[src/rtl/iob_cache_be_arbiter_pkg.sv]
// Shared definitions for the cache back-end arbiter: FSM encodings, grant bit
// positions and the one-hot grant decode.
package iob_cache_be_arbiter_pkg;

   typedef enum logic [1:0] {
      IDLE   = 2'd0,
      GNT_WR = 2'd1,
      GNT_RD = 2'd2
   } arb_state_t;

   localparam int unsigned WR = 0;
   localparam int unsigned RD = 1;

   function automatic logic [1:0] grant_vec(input arb_state_t st);
      logic [1:0] g;
      g = 2'b00;
      case (st)
         GNT_WR:  g[WR] = 1'b1;
         GNT_RD:  g[RD] = 1'b1;
         default: g = 2'b00;
      endcase
      return g;
   endfunction

endpackage

[src/rtl/iob_cache_be_arb_sel.sv]
// Combinational winner selection between the write and read channels.
// rd_pri decides a conflict: high lets the read win, low lets the write win.
module iob_cache_be_arb_sel (
   input  logic wr_valid,
   input  logic rd_valid,
   input  logic rd_pri,
   output logic win_wr,
   output logic win_rd
);

   // A lone requester always wins; rd_pri only matters when both ask.
   always_comb begin
      win_wr = 1'b0;
      win_rd = 1'b0;
      if (wr_valid && rd_valid) begin
         win_rd = rd_pri;
         win_wr = !rd_pri;
      end else if (wr_valid) begin
         win_wr = 1'b1;
      end else if (rd_valid) begin
         win_rd = 1'b1;
      end else begin
         win_wr = 1'b0;
         win_rd = 1'b0;
      end
   end

endmodule

[src/rtl/iob_cache_be_arbiter.sv]
// Shares the native back-end memory port between the write and read channels.
// Define IOB_CACHE_BE_ARB_RR_EN for round-robin instead of write priority.
module iob_cache_be_arbiter
   import iob_cache_be_arbiter_pkg::*;
#(
   parameter int BE_ADDR_W     = 24,
   parameter int BE_DATA_W     = 32,
   parameter int MAX_WR_STREAK = 4,
   parameter int BE_NBYTES     = BE_DATA_W / 8,
   parameter int STREAK_W      = $clog2(MAX_WR_STREAK + 1)
) (
   input  logic                 clk_i,
   input  logic                 arst_n_i,
   input  logic                 wr_valid_i,
   input  logic [BE_ADDR_W-1:0] wr_addr_i,
   input  logic [BE_DATA_W-1:0] wr_wdata_i,
   input  logic [BE_NBYTES-1:0] wr_wstrb_i,
   output logic                 wr_ack_o,
   input  logic                 rd_valid_i,
   input  logic [BE_ADDR_W-1:0] rd_addr_i,
   output logic [BE_DATA_W-1:0] rd_rdata_o,
   output logic                 rd_ack_o,
   output logic                 mem_valid_o,
   output logic [BE_ADDR_W-1:0] mem_addr_o,
   output logic [BE_DATA_W-1:0] mem_wdata_o,
   output logic [BE_NBYTES-1:0] mem_wstrb_o,
   input  logic [BE_DATA_W-1:0] mem_rdata_i,
   input  logic                 mem_ack_i,
   output logic [1:0]           grant_o
);

   arb_state_t state_r;
   logic       free_s;
   logic       abort_s;
   logic       rd_pri_s;
   logic       win_wr_s;
   logic       win_rd_s;

`ifdef IOB_CACHE_BE_ARB_RR_EN
   logic last_rd_r;

   assign rd_pri_s = !last_rd_r;
`else
   logic [STREAK_W-1:0] streak_r;
   logic                streak_full_s;

   assign streak_full_s = (streak_r == STREAK_W'(MAX_WR_STREAK));
   assign rd_pri_s      = streak_full_s;
`endif

   iob_cache_be_arb_sel u_sel (
      .wr_valid (wr_valid_i),
      .rd_valid (rd_valid_i),
      .rd_pri   (rd_pri_s),
      .win_wr   (win_wr_s),
      .win_rd   (win_rd_s)
   );

   // Port is free to re-arbitrate in IDLE or on the owner's last acked beat;
   // an owner dropping valid without an ack aborts straight to IDLE.
   always_comb begin
      free_s  = 1'b0;
      abort_s = 1'b0;
      case (state_r)
         IDLE: begin
            free_s = 1'b1;
         end
         GNT_WR: begin
            free_s  = mem_ack_i && !wr_valid_i;
            abort_s = !mem_ack_i && !wr_valid_i;
         end
         GNT_RD: begin
            free_s  = mem_ack_i && !rd_valid_i;
            abort_s = !mem_ack_i && !rd_valid_i;
         end
         default: begin
            free_s  = 1'b1;
            abort_s = 1'b0;
         end
      endcase
   end

   // Grant FSM together with the fairness state it updates on each grant.
   always_ff @(posedge clk_i or negedge arst_n_i) begin
      if (!arst_n_i) begin
         state_r <= IDLE;
`ifdef IOB_CACHE_BE_ARB_RR_EN
         last_rd_r <= 1'b1;
`else
         streak_r <= {STREAK_W{1'b0}};
`endif
      end else if (free_s) begin
         if (win_wr_s) begin
            state_r <= GNT_WR;
`ifdef IOB_CACHE_BE_ARB_RR_EN
            last_rd_r <= 1'b0;
`else
            if (rd_valid_i) begin
               streak_r <= streak_full_s ? streak_r : streak_r + STREAK_W'(1);
            end else begin
               streak_r <= {STREAK_W{1'b0}};
            end
`endif
         end else if (win_rd_s) begin
            state_r <= GNT_RD;
`ifdef IOB_CACHE_BE_ARB_RR_EN
            last_rd_r <= 1'b1;
`else
            streak_r <= {STREAK_W{1'b0}};
`endif
         end else begin
            state_r <= IDLE;
         end
      end else if (abort_s) begin
         state_r <= IDLE;
      end else begin
         state_r <= state_r;
      end
   end

   // Steer the memory port from the registered grant; no path from
   // mem_ack_i to mem_valid_o other than through the requester's valid.
   always_comb begin
      mem_valid_o = 1'b0;
      mem_addr_o  = {BE_ADDR_W{1'b0}};
      mem_wdata_o = {BE_DATA_W{1'b0}};
      mem_wstrb_o = {BE_NBYTES{1'b0}};
      wr_ack_o    = 1'b0;
      rd_ack_o    = 1'b0;
      case (state_r)
         GNT_WR: begin
            mem_valid_o = wr_valid_i;
            mem_addr_o  = wr_addr_i;
            mem_wdata_o = wr_wdata_i;
            mem_wstrb_o = wr_wstrb_i;
            wr_ack_o    = mem_ack_i;
         end
         GNT_RD: begin
            mem_valid_o = rd_valid_i;
            mem_addr_o  = rd_addr_i;
            rd_ack_o    = mem_ack_i;
         end
         default: begin
            mem_valid_o = 1'b0;
            wr_ack_o    = 1'b0;
            rd_ack_o    = 1'b0;
         end
      endcase
   end

   assign rd_rdata_o = mem_rdata_i;
   assign grant_o    = grant_vec(state_r);

endmodule

[config.mk]
export PLATFORM = sky130hd
export DESIGN_NAME = iob_cache_be_arbiter
export DESIGN_NICKNAME = d
export VERILOG_FILES = /design/src/rtl/iob_cache_be_arbiter_pkg.sv /design/src/rtl/iob_cache_be_arb_sel.sv /design/src/rtl/iob_cache_be_arbiter.sv
export SDC_FILE = /design/constraint.sdc
export NUM_CORES = 1
export LEC_CHECK = 0
export ABC_AREA = 0
export ABC_CLOCK_PERIOD_IN_PS = 3500
export CORE_AREA = 2 2 84 86
export DETAILED_ROUTE_END_ITERATION = 6
export DIE_AREA = 0 0 86 88
export PLACE_DENSITY = 0.73
export SYNTH_ARGS = -nofsm -noshare
export SYNTH_HDL_FRONTEND = slang
export SYNTH_HIERARCHICAL = 1
export SYNTH_SLANG_ARGS = --single-unit
[constraint.sdc]
create_clock -name clk_i -period 3.5 [get_ports clk_i]
set_input_delay 0.525 -clock clk_i [delete_from_list [all_inputs] [get_ports clk_i]]
set_output_delay 0.525 -clock clk_i [all_outputs]
set_load 0.01 [all_outputs]
== After elaboration in Yosys (flattened, before gate mapping) ==
Cells that the tools add are included.

* Register bits: 5
* Output and inout port bits: 97
* Word-level logic and storage cells: 42

* $add $sub $neg: 1
* Equal/unequal tests: 4
* Mux-type cells: 23
* Reduce and logical (&&, ||, !) cells: 12

{| class="wikitable"
|+ Operators with widths
! kind !! number
|-
| case mux 24 bit (2 select lines) || 1
|-
| two-way mux 32 bit || 1
|-
| two-way mux 3 bit || 4
|-
| two-way mux 1 bit || 9
|-
| two-way mux 2 bit || 4
|-
| case mux 1 bit (2 select lines) || 3
|-
| logical AND 1 bit || 5
|-
| logical NOT 1 bit || 4
|-
| two-way mux 4 bit || 1
|-
| nonzero test 2 bit || 2
|-
| adder 3 x 1 -> 3 bit (second input constant) || 1
|-
| == test 3 bit (second input constant) || 1
|-
| inequality test 3 bit (second input constant) || 1
|-
| AND reduction 3 bit || 1
|-
| == test 2 x 1 -> 1 bit (second input constant) || 1
|-
| == test 2 bit (second input constant) || 1
|}

== Longest topological paths before layout ==
* Depth after elaboration: 6
* Gate-level depth with buffers: 9
* Gate-level depth less buffers: 9

== By module ==
The synthesis kept the hierarchy.

{| class="wikitable"
|+ Modules (own cells, without submodules)
! module !! times used !! cells each !! area each (sq um) !! seq. area each (sq um)
|-
| iob_cache_be_arbiter || 1 || 168 || 1176.1 || 125.1
|-
| iob_cache_be_arb_sel || 1 || 3 || 18.8 || 0.0
|}

== Least setup slack after synthesis ==
OpenSTA, ideal clock, no wires.

* Kind: register -> output
* From: register state_r[1]
* To: output port mem_addr_o[10]
* Data arrival time: 1.439 ns
* Required time: 2.975 ns
* Path slack: 1.536 ns
* Stages on the path, launching flop included: 7
* Cells stage by stage: dfrtp_1 -> inv_1 -> ha_1 -> clkbuf_1 -> clkbuf_1 -> a22oi_1 -> nor2_1

* Longest elaborated chain between the ends: 2

{| class="wikitable"
|+ Ends and longest elaborated chain
! item !! RTL line !! RTL
|-
| from (decl) || iob_cache_be_arbiter.sv:32 || <nowiki>arb_state_t state_r;</nowiki>
|-
| from (signal assigned) || iob_cache_be_arbiter.sv:117 || <nowiki>state_r <= state_r;</nowiki>
|-
| == test 2 bit / == test 2 x 1 -> 1 bit (equally long branches) || iob_cache_be_arbiter.sv:130 || <nowiki>case (state_r)</nowiki>
|-
| case mux 24 bit (2 select lines) (*) || iob_cache_be_arbiter.sv:130 ||
|-
| to (decl) || iob_cache_be_arbiter.sv:24 || <nowiki>output logic [BE_ADDR_W-1:0] mem_addr_o,</nowiki>
|}

Mark *: on every way between the ends. The rest lies on a longest branch, timed or not.

== Worst setup path after layout ==
* From: register state_r[1]
* To: output port mem_addr_o[16]

Same word-level chain as after synthesis.

==> results_dict.tcl <==
set metrics [dict create \
    power.share.switching_pct 39.1 \
    root_buffer "clkbuf_8" \
    cts_resized 0 \
    drc 0 \
    viasPerCell 4.31 \
    finalNetCount 413 \
    drt-initial-drc-count 25 \
    die-area_mm2 0.00757 \
    final_util_pct 39.1 \
    place.gp.congestion 0.737 \
    end_kind "output pin" \
    min_period_over_period_pct 81.4 \
    avgRoutedWirePerCell_um 13.7 \
    worst_slack_ns 0.650 \
    power_density_mw_per_mm2 372 \
    cts.sinks 5 \
    use_met3_pct 1.60 \
    start_util_pct 18.0 \
    cts_hold_buf 0 \
    setup_viol 0 \
    grt_pass1_wl_mm 7.46 \
    clkTransAtPathRegs_ns 0.03 \
    comb_power_share_pct 80.9 \
    pwr-share-seq_pct 8.4 \
    fin_crit_ns 2.85 \
    antenna_found_initial 0 \
    r2r_start "state_r[0]$_DFFE_PN0P_" \
    final_cell_mix "clkdlybuf4s50_1, and2_1, nor2_1, a22oi_1, inv_1" \
    die_height_um 88 \
    dp_hpwl_mm 4.20 \
    pin_count 218 \
    max_freq_ghz 0.351 \
    finalHoldViolations 0 \
    start_kind "flop" \
    hold_class "primary input to asynchronous set/reset pin" \
    netlist_instances 171 \
    synth_nets 297 \
    routed-via-count 1579 \
    grt_pass1_vias 1590 \
    avgSynthCellArea_um2 6.99 \
    grt-ovfl-total 0 \
    finClkSkew_ns 0.00162 \
    p_sw_mw 0.378 \
    arrival_ns 2.32 \
    clk_latency_ns 0.22 \
    grt_max_degree 39 \
    yosysWarnings 6 \
    critical_path_class "flop to output pin" \
    post_cts_buffers 0 \
    final_common_cell "clkdlybuf4s50_1" \
    slew_violations 0 \
    cts_buffers 3 \
    cp_data_required_time_ns 2.97 \
    ys_types 25 \
    synth_area_mm2 0.00119 \
    met1_usage_pct 13.3 \
    reg2reg_slack_ns 1.44 \
    ys_seq_area_share_pct 10.5 \
    internal_power_mw 0.588 \
    ys.flop_type "dfrtp_1" \
    cts_buffer_depth 2 \
    p_leak_nw 1.01 \
    r2r_end "streak_r[0]$_DFFE_PN0P_" \
    rsz0062_at_grt "no" \
    worstRegToRegCells 6 \
    die_x_um 86 \
    grtUsageMet2_pct 23.5 \
    status "completed" \
    core_mm2 0.00664 \
    hold_slack_ns 0.523 \
    synthArstFlopShare_pct 100 \
    ys_ff_latch 5 \
    path_max_fanout 38 \
    dr.pass1.iters 3 \
    fill_cells 672 \
    ir_drop_v 0.000256 \
    rows 30 \
    cts_tree "yes" \
    synth_edf_count 0 \
    fin_total_pwr_mw 0.967 \
    worst_pin_slew_ns 0.519 \
    dp_cells 362 \
    port_buffers 153 \
    design_area_mm2 0.00260 \
    cap_violations 0 \
    final-instance-count-excl-fill 366 \
    ant_nets 0 \
    syn_to_final_growth_pct 117 \
    globalRoute.busiestLayer "met2" \
    htree_levels 1 \
    wirelength_mm 5.01 \
    n_antenna_cell 0 \
    tns_ns 0 \
    slew_headroom_pct 65.4 \
    pwr-share-clk_pct 10.7 \
    dpl-instance-area_mm2 0.00255 \
    dpl_worst_slack_ns 0.852 \
    layout-drive-gt1-share_pct 3.15 \
    track_usage_pct 12.2 \
]
==> final cells by class <==
type | count | area [um2] | area share [%]
Tap cell | 80 | 100 | 3.85
Sequential cell | 5 | 125 | 4.81
Timing Repair Buffer | 156 | 1550 | 59.8
Clock buffer | 4 | 45.0 | 1.73
Inverter | 8 | 30.0 | 1.16
Multi-Input combinational cell | 113 | 744 | 28.6
==> kinds of logic (layout without fill, tap and decap cells) <==
logic type	Yosys count	count (layout)	synth area share (%)
and+or+nand+nor	68	68	29.5
buffers and inverters	53	168	27.4
AOI/OAI and AO/OA	38	38	24.5
adders and majority gates	5	5	5.24
DFF	5	5	10.5
muxes	2	2	2.83
==> registers in the layout, indices dropped and copies added, names as in the netlist <==
name	count
state_r	2
streak_r	3
==> power groups by stage <==
stage               sequential, mW  clock, mW  combinational [mW]
global placement            0.0808          0               0.785
floorplan                   0.0796          0               0.394
global route                0.0824      0.111               0.853
finish                      0.0812      0.104               0.781
detailed placement          0.0822          0               0.792
CTS                         0.0815      0.107               0.798
==> synthesized netlist by cell type (2+ instances only) <==
master | count | area, um2
a22oi_1 | 25 | 188
and2_1 | 39 | 244
buf_1 | 2 | 7.51
buf_4 | 32 | 240
clkbuf_1 | 9 | 33.8
dfrtp_1 | 5 | 125
ha_1 | 5 | 62.6
inv_1 | 8 | 30.0
nand2_1 | 3 | 11.3
nor2_1 | 26 | 97.6
o22a_1 | 2 | 17.5
o2bb2ai_1 | 2 | 17.5
==> worst max-delay path: stages, from the launching register on <==
cell	delay, ns
dfrtp_1	0.39
inv_1	0.07
ha_2	0.50
buf_4	0.36
a22oi_1	0.11
nor2_1	0.10
clkdlybuf4s50_1	0.55
==> how the worst max path moves through the flow <==
stage | from | end | slack, ns | cells after the start
2_1_floorplan | state_r[1]$_DFFE_PN0P_ | mem_addr_o[10] | 1.54 | 6
3_3_place_gp | state_r[1]$_DFFE_PN0P_ | mem_addr_o[1] | 0.87 | 6
3_5_place_dp | state_r[1]$_DFFE_PN0P_ | mem_addr_o[1] | 0.85 | 6
4_1_cts | state_r[1]$_DFFE_PN0P_ | mem_addr_o[1] | 0.61 | 6
5_1_grt | state_r[1]$_DFFE_PN0P_ | mem_addr_o[16] | 0.45 | 6
6_report | state_r[1]$_DFFE_PN0P_ | mem_addr_o[16] | 0.65 | 6
==> metal layers <==
| layer | up-vias | share of wire [%] |
|---|---|---|
| met5 | - | 0 |
| met4 | 0 | 2.2 |
| met3 | 18 | 8.1 |
| li1 | 773 | - |
| met1 | 702 | 36 |
| met2 | 86 | 54 |
Power figures use the tool's default switching activity.
